<file path="config.mk">
export PLATFORM = sky130hd
export DESIGN_NAME = hfosc_seq
export DESIGN_NICKNAME = d
export VERILOG_FILES = /design/src/rtl/hfosc_pkg.sv /design/src/rtl/hfosc_dly_cnt.sv /design/src/rtl/hfosc_seq.sv
export SDC_FILE = /design/constraint.sdc
export NUM_CORES = 1
export LEC_CHECK = 0
export ABC_AREA = 1
export CORE_MARGIN = 2
export CORE_UTILIZATION = 63
export DETAILED_ROUTE_END_ITERATION = 16
export PLACE_DENSITY_LB_ADDON = 0.15
export RECOVER_POWER = 100
export SYNTH_ARGS = -nofsm -noshare
export SYNTH_HDL_FRONTEND = slang
export SYNTH_HIERARCHICAL = 1
export SYNTH_SLANG_ARGS = --single-unit
</file>
<file path="constraint.sdc">
create_clock -name clk -period 5.1 [get_ports clk]
set_input_delay 0.765 -clock clk [delete_from_list [all_inputs] [get_ports clk]]
set_output_delay 0.765 -clock clk [all_outputs]
set_load 0.05 [all_outputs]
</file>
<file path="src/rtl/hfosc_pkg.sv">
// Shared types for the HF oscillator sequencer: FSM states, counter width, output decode.
package hfosc_pkg;

   localparam int CNT_W = 16;

   typedef enum logic [2:0] {
      S_OFF     = 3'd0,
      S_PWRUP   = 3'd1,
      S_SETTLE  = 3'd2,
      S_ON      = 3'd3,
      S_DISABLE = 3'd4
   } state_t;

   typedef struct packed {
      logic pu;
      logic en;
      logic ready;
      logic busy;
   } outs_t;

   // Pin levels for a state; anything unexpected decodes to all-off.
   function automatic outs_t decode(input state_t s);
      outs_t o;
      o = '0;
      case (s)
         S_PWRUP:   begin o.pu = 1'b1; o.busy = 1'b1; end
         S_SETTLE:  begin o.pu = 1'b1; o.en = 1'b1; o.busy = 1'b1; end
         S_ON:      begin o.pu = 1'b1; o.en = 1'b1; o.ready = 1'b1; end
         S_DISABLE: begin o.pu = 1'b1; o.busy = 1'b1; end
         default:   o = '0;
      endcase
      return o;
   endfunction

endpackage

</file>
<file path="src/rtl/hfosc_dly_cnt.sv">
// Loadable 16-bit down-counter that saturates at zero; zero is combinational from the count.
// Load wins over decrement; no flow control.
module hfosc_dly_cnt
   import hfosc_pkg::*;
(
   input  logic             clk,
   input  logic             rst_n,
   input  logic             load,
   input  logic [CNT_W-1:0] load_val,
   output logic             zero
);

   logic [CNT_W-1:0] cnt;

   always_ff @(posedge clk) begin
      if (!rst_n)
         cnt <= '0;
      else if (load)
         cnt <= load_val;
      else if (cnt != '0)
         cnt <= cnt - CNT_W'(1);
   end

   assign zero = (cnt == '0);

endmodule

</file>
<file path="src/rtl/hfosc_seq.sv">
// HF oscillator power sequencer: PU before EN, EN dropped before PU; outputs registered on state entry.
// Request-to-ready latency 1+PU_CYCLES+EN_CYCLES edges; osc_req is a level, no backpressure.
module hfosc_seq
   import hfosc_pkg::*;
#(
   parameter int unsigned PU_CYCLES  = 4,
   parameter int unsigned EN_CYCLES  = 2,
   parameter int unsigned DIS_CYCLES = 2
) (
   input  logic       clk,
   input  logic       rst_n,
   input  logic       osc_req,
   output logic       osc_pu,
   output logic       osc_en,
   output logic       osc_ready,
   output logic       busy,
   output logic [2:0] state
);

   localparam logic [CNT_W-1:0] PU_LD  = CNT_W'(PU_CYCLES - 1);
   localparam logic [CNT_W-1:0] EN_LD  = CNT_W'(EN_CYCLES - 1);
   localparam logic [CNT_W-1:0] DIS_LD = CNT_W'(DIS_CYCLES - 1);

   state_t           st;
   outs_t            outs;
   logic             load;
   logic [CNT_W-1:0] load_val;
   logic             zero;

   // Counter reloads mirror the FSM transitions below.
   always_comb begin
      load     = 1'b0;
      load_val = '0;
      case (st)
         S_OFF:    if (osc_req)          begin load = 1'b1; load_val = PU_LD;  end
         S_PWRUP:  if (osc_req && zero)  begin load = 1'b1; load_val = EN_LD;  end
         S_SETTLE,
         S_ON:     if (!osc_req)         begin load = 1'b1; load_val = DIS_LD; end
         default:  ;
      endcase
   end

   hfosc_dly_cnt u_dly_cnt (
      .clk      (clk),
      .rst_n    (rst_n),
      .load     (load),
      .load_val (load_val),
      .zero     (zero)
   );

   always_ff @(posedge clk) begin
      if (!rst_n) begin
         st   <= S_OFF;
         outs <= '0;
      end else begin
         case (st)
            S_OFF:
               if (osc_req) begin
                  st <= S_PWRUP;  outs <= decode(S_PWRUP);
               end
            // EN was never raised here, so an abort can drop PU at once.
            S_PWRUP:
               if (!osc_req) begin
                  st <= S_OFF;    outs <= decode(S_OFF);
               end else if (zero) begin
                  st <= S_SETTLE; outs <= decode(S_SETTLE);
               end
            S_SETTLE:
               if (!osc_req) begin
                  st <= S_DISABLE; outs <= decode(S_DISABLE);
               end else if (zero) begin
                  st <= S_ON;      outs <= decode(S_ON);
               end
            S_ON:
               if (!osc_req) begin
                  st <= S_DISABLE; outs <= decode(S_DISABLE);
               end
            S_DISABLE:
               if (zero) begin
                  st <= S_OFF;    outs <= decode(S_OFF);
               end
            default: begin
               st   <= S_OFF;
               outs <= '0;
            end
         endcase
      end
   end

   assign osc_pu    = outs.pu;
   assign osc_en    = outs.en;
   assign osc_ready = outs.ready;
   assign busy      = outs.busy;
   assign state     = st;

endmodule

</file>
[Yosys cells after proc, flatten, opt, wreduce, memory -nomap -nowiden]
Cells that the tools add are included.
Cells by class
  mux-type cells: 26
  equality and inequality tests: 9
  divide/modulo/power cells: 0
  $mul: 0
  magnitude comparators: 0
  reductions and logical operators: 7
  shifts and indexed selects: 0
  add/sub/neg operators: 1
  bitwise gates (word level): 0
Operator list (count)
  $mux W16: 2
  $mux W4: 7
  $mux W3: 7
  $pmux W4 S5: 1
  $logic_not A16 Y1: 1
  $reduce_bool A16 Y1: 1
  $sub A16 B1 Y16 const B: 1
  $pmux W3 S5: 1
  $eq A3 B2 Y1 const B: 2
  $ne A2 B2 Y1 const B: 3
  $ne A3 B3 Y1 const B: 2
  $pmux W2 S3: 1
  $mux W1: 5
  $reduce_and A5 Y1: 1
  $eq A3 B1 Y1 const B: 1
  $eq A3 B3 Y1 const B: 1
  $logic_not A3 Y1: 1
  $pmux W1 S3: 1
  $mux W2: 1
  $reduce_bool A2 Y1: 1
  $reduce_or A2 Y1: 1
  $logic_and A1 B1 Y1: 1
Word-level totals
  ROM bits: 0
  RAM bits: 0
  input port bits: 3
  output and inout port bits: 7
  flip-flop bits (word level): 23
  memories kept: 0
  bits in latches: 0
  word-level logic and storage cells: 49

[Longest topological paths before layout]
  word-level depth: 5
  mapped depth: 17
  mapped depth without buffers: 17

[Hierarchy]
The synthesis kept the hierarchy.
Modules (own cells, without submodules)
  hfosc_dly_cnt: cells an instance 180, area each 1114.8 µm², sequential area each 320.3 µm², instances 1
  hfosc_seq: cells an instance 67, area each 415.4 µm², sequential area each 140.1 µm², instances 1

[Least setup slack after synthesis]
No wires, ideal clock.
  kind: register -> register
  start point: reg u_dly_cnt.cnt[0]
  end point: reg u_dly_cnt.cnt[2]
  period minus slack after synthesis: 2491 ps
  setup slack: 2609 ps
  required time: 4972 ps
  library setup time: 128 ps
  buffers on the path: 1
  arrival time: 2363 ps
  stages on the path, launching flop included: 17
  path through: dfxtp_1 inv_1 ha_1 nand2_4 nor2_8 nand4_4 inv_1 nor2_1 nand2_1 nand2_1 nor2_4 nand2_4 a31oi_1 clkbuf_1 nor2_1 a22oi_1 nor2_1
On the way
  cells in the longest elaborated chain, start to end: 5
  elaborated cells on any way between the ends: 9
  classes of those cells: 1 x add/sub; 4 x mux; 4 x reduce/logical
Ends and longest elaborated chain
  start, declared: line hfosc_dly_cnt.sv:13  | logic [CNT_W-1:0] cnt;
  start signal, assigned: line hfosc_dly_cnt.sv:19  | cnt <= load_val;
  start signal, assigned: line hfosc_dly_cnt.sv:21  | cnt <= cnt - CNT_W'(1);
  $logic_not A16 Y1 (*): line hfosc_dly_cnt.sv:24  | assign zero = (cnt == '0);
  net zero: line hfosc_seq.sv:28  | logic zero;
  $logic_and A1 B1 Y1 (*): line hfosc_seq.sv:36  | S_PWRUP: if (osc_req && zero) begin load = 1'b1; load_val = EN_LD; end
  $mux W1 (*): line hfosc_seq.sv:36
  $pmux W1 S3 (*): line hfosc_seq.sv:34  | case (st)
  net load: line hfosc_seq.sv:26  | logic load;
  $mux W16 or $reduce_bool A2 Y1 (tied branches)
Mark *: on every way through the listed nets, which the timed path passes. The rest lies on a longest branch. The select of a mux whose other input is x is not followed.
A chain may end at the register's enable or synchronous reset.

[Final worst setup path]
  start point: reg u_dly_cnt.cnt[0]
  end point: reg u_dly_cnt.cnt[8]
The elaborated chain is that of the path after synthesis.

==> impl_results.md <==
* Detail Route Antenna Nets at 0
* # DRC at 0
* First-pass GRT wire length at between 5 and 6 mm
* Setup slack, reg-to-reg at 1.52 ns
* PostCTS Resize Cnt at 0
* Aggregate global routing overflow at 0
* Avg Vias per Cell at between 4 and 5
* Period utilization at 70.11%
* Via Count at 1475
* WL final at 3.189 mm
* Starting Density at between 60% and 70%
* Top cell type's share of synthesized area at a little under a third
* Avg Cell Area, Syn at 6.195 um^2
* Pin count of the biggest net entering global routing at 25
* Yosys top cell by area: dfxtp_1
* Finished layout cell area at 1672 um^2
* Post-Syn Instances at approximately 250
* Max-slew headroom at roughly two thirds
* Routability congestion estimate at 0.8332
* Vias in the first global route at ~1300
* I/O pin cnt at 10
* Max H-tree Level at 1
* Unrepaired setup endpoints after global routing: false
* Synth Flop Type: dfxtp_1
* Outcome: finished clean
* Maximum net fanout on the critical path at 24
* Post-Syn Area at 1530 um^2
* NetSw at 0.4366 mW
* Crit path launch type: flip-flop
* Slew of the pin with the lowest slew margin at 0.5028 ns
* Die Y at 53.29 um
* Most frequent cells in the layout: nand2_1, nor2_1, inv_1, dfxtp_1, nand3_1
* Seq/Total Area, Yosys at between 30% and 40%
* Final net count at 276
* Antenna cell count at 0
* Synth warn at 6
* Worst-path clk slew at roughly 0.13 ns
* FFs w/ async S/R, synth at 0%
* Final Slew Violations at 0
* 1st-iter DRT viols at 34
* R2R Path Start: u_dly_cnt/cnt[0]
* Distinct cells, synth at 25
* Comb power frac at 58.2%
* TritonCTS Buffers at 3
* Worst endpoint data arrival time at about 3.8 ns
* Worst EP required at between 5 and 6 ns
* First drt pass iteration count at 6
* Switching part of the total power at between 50% and 60%
* Synth top area cells: dfxtp_1, nand2_1, nor2_1
* Die Area at 2839 um^2
* Clk root buf: clkbuf_4
* Core ar. at 2255 um^2
* Clock power frac at 9.9%
* Internal power at 0.4295 mW
* R2R Path End: u_dly_cnt/cnt[8]
* Worst slack, placed at 2.285 ns
* Worst Setup End Kind: flip-flop
* Chip Width at 53.29 um
* Area growth from synthesis to layout at 9.239%
* Pwr Density at 518.2 nW/um^2
* Tmin final at 3.576 ns
* Seq cells post-synth at 23
* Wire length per cell at 10.67 um
* DP Area at 1707 um^2
* GR Util All Layers at a little over a quarter
* Critical Path End: u_dly_cnt/cnt[8]
* Worst setup margin at 1.524 ns
* LEAKAGE at 0.9022 nW
* CP startpoint: u_dly_cnt/cnt[0]
* Seq pwr share at 31.9%
* CTS tree: done
* Commonest non-fill, non-tap cell in the layout: nand2_1
* Fmax at 279.7 MHz
* VDD IR max at roughly 0.33 mV
* Setup TNS at 0 ns
* Clock Path Buffers at 2
* Hold crit path type: reg2reg
* Clock skew at 0.006894 ns
* Initial antenna violation count at 0
* Share of post-route cells with drive strength above 1 at 7.380%
* Post-CTS Setup Bufs at 0
* Post-DP HPWL at 2.474 mm
* Total of max-cap violations at 0
* Site Rows at 17
* Cts hold-fix bufs at 0
* Clk Latency, worst-skew pair at roughly 0.31 ns
* CTS Sinks at 23
* Port bufs at 9
* Setup violations, final at 0
* Critical path class: reg2reg
* Post-synth EDFFs at 0
* Final Hold Viols at 0
* R2r worst-path depth at 18
==> logic make-up (layout without fill, tap and decap cells) <==
family	Yosys count	in the layout	share of synthesized area (%)
DFF	23	23	30.09
and+or+nand+nor	162	162	50.12
buffers and inverters	35	46	8.585
other	1	14	0.2451
AOI/OAI and AO/OA	19	19	6.705
adders and majority gates	1	1	0.8175
xor gates and xnor gates	6	6	3.434
==> critical path: stages (launching register included) <==
cell	delay, ns
dfxtp_1	0.35
inv_1	0.09
ha_1	0.20
nand2_1	0.22
nor2_1	0.37
nand4_1	0.33
inv_1	0.20
nor2_1	0.06
nand2_1	0.07
nand2_1	0.05
nor2_1	0.23
nand2_1	0.22
a31oi_2	0.19
buf_4	0.26
inv_1	0.20
nand2_1	0.21
nor2_1	0.06
nor2_1	0.09
nor2_1	0.04
==> worst min-delay path by stage <==
stage / end / startpoint / cells after the start
finish: osc_en / osc_en / 2
global route: osc_en / osc_en / 2
CTS: osc_en / osc_en / 2
detailed placement: osc_pu / osc_pu / 2
global placement: osc_ready / osc_ready / 2
floorplan: u_dly_cnt/cnt[0] / u_dly_cnt/cnt[0] / 2
==> routing by layer <==
| metal | track usage, % | vias to the layer above | part of all wire, % |
|---|---|---|---|
| li1 | - | 794 | - |
| met1 | 30.78 | 653 | 47 |
| met2 | 49.18 | 24 | 50 |
| met3 | 2.542 | 4 | 2.1 |
| met4 | 7.692 | 0 | 1.0 |
| met5 | 0 | - | 0 |
==> power groups by stage <==
| stage | clock network [mW] | registers (mW) | logic (mW) |
|---|---|---|---|
| 2_1_floorplan | 0 | 0.289 | 0.431 |
| 3_3_place_gp | 0 | 0.279 | 0.538 |
| 3_5_place_dp | 0 | 0.280 | 0.547 |
| 4_1_cts | 0.0862 | 0.275 | 0.549 |
| 5_1_grt | 0.0935 | 0.281 | 0.576 |
| 6_report | 0.0855 | 0.276 | 0.504 |
==> synth_stat cells (3+ instances only) <==
| library cell | instances |
|---|---|
| clkbuf_1 | 3 |
| nor2_4 | 3 |
| o21ai_0 | 7 |
| nand3_1 | 17 |
| nor2_1 | 49 |
| inv_1 | 31 |
| a21oi_1 | 9 |
| nand2_1 | 73 |
| nor2_2 | 5 |
| dfxtp_1 | 23 |
| nand2_2 | 5 |
| nand2_4 | 3 |
| xnor2_1 | 4 |
==> area by class of cell <==
cell class	instances	area [um^2]
clock buffers	4	26.28
fillers	190	583.1
inverters	32	120.1
multi-input cells	202	932.1
flip-flops and latches	23	460.4
well taps	28	35.03
repair buffers	10	97.59
==> through the flow <==
stage / utilization, % / std cells / hold WS (ns) / total power [mW]
final: 74.14 / 299 / 0.4791 / 0.8661
after detailed placement: 75.69 / 295 / 0.4605 / 0.8270
after global routing: 74.14 / 299 / 0.5010 / 0.9512
after floorplan: - / 260 / 0.4940 / 0.7197
after CTS: 76.86 / 299 / 0.4851 / 0.9110
after global placement: 75.69 / 295 / 0.4526 / 0.8166
==> sequential cells by signal, summed over array words and instances, names as in the netlist <==
name / flops
u_dly_cnt/cnt: 16
osc_en: 1
busy: 1
osc_ready: 1
state: 3
osc_pu: 1
(Power assumes the default switching activity.)
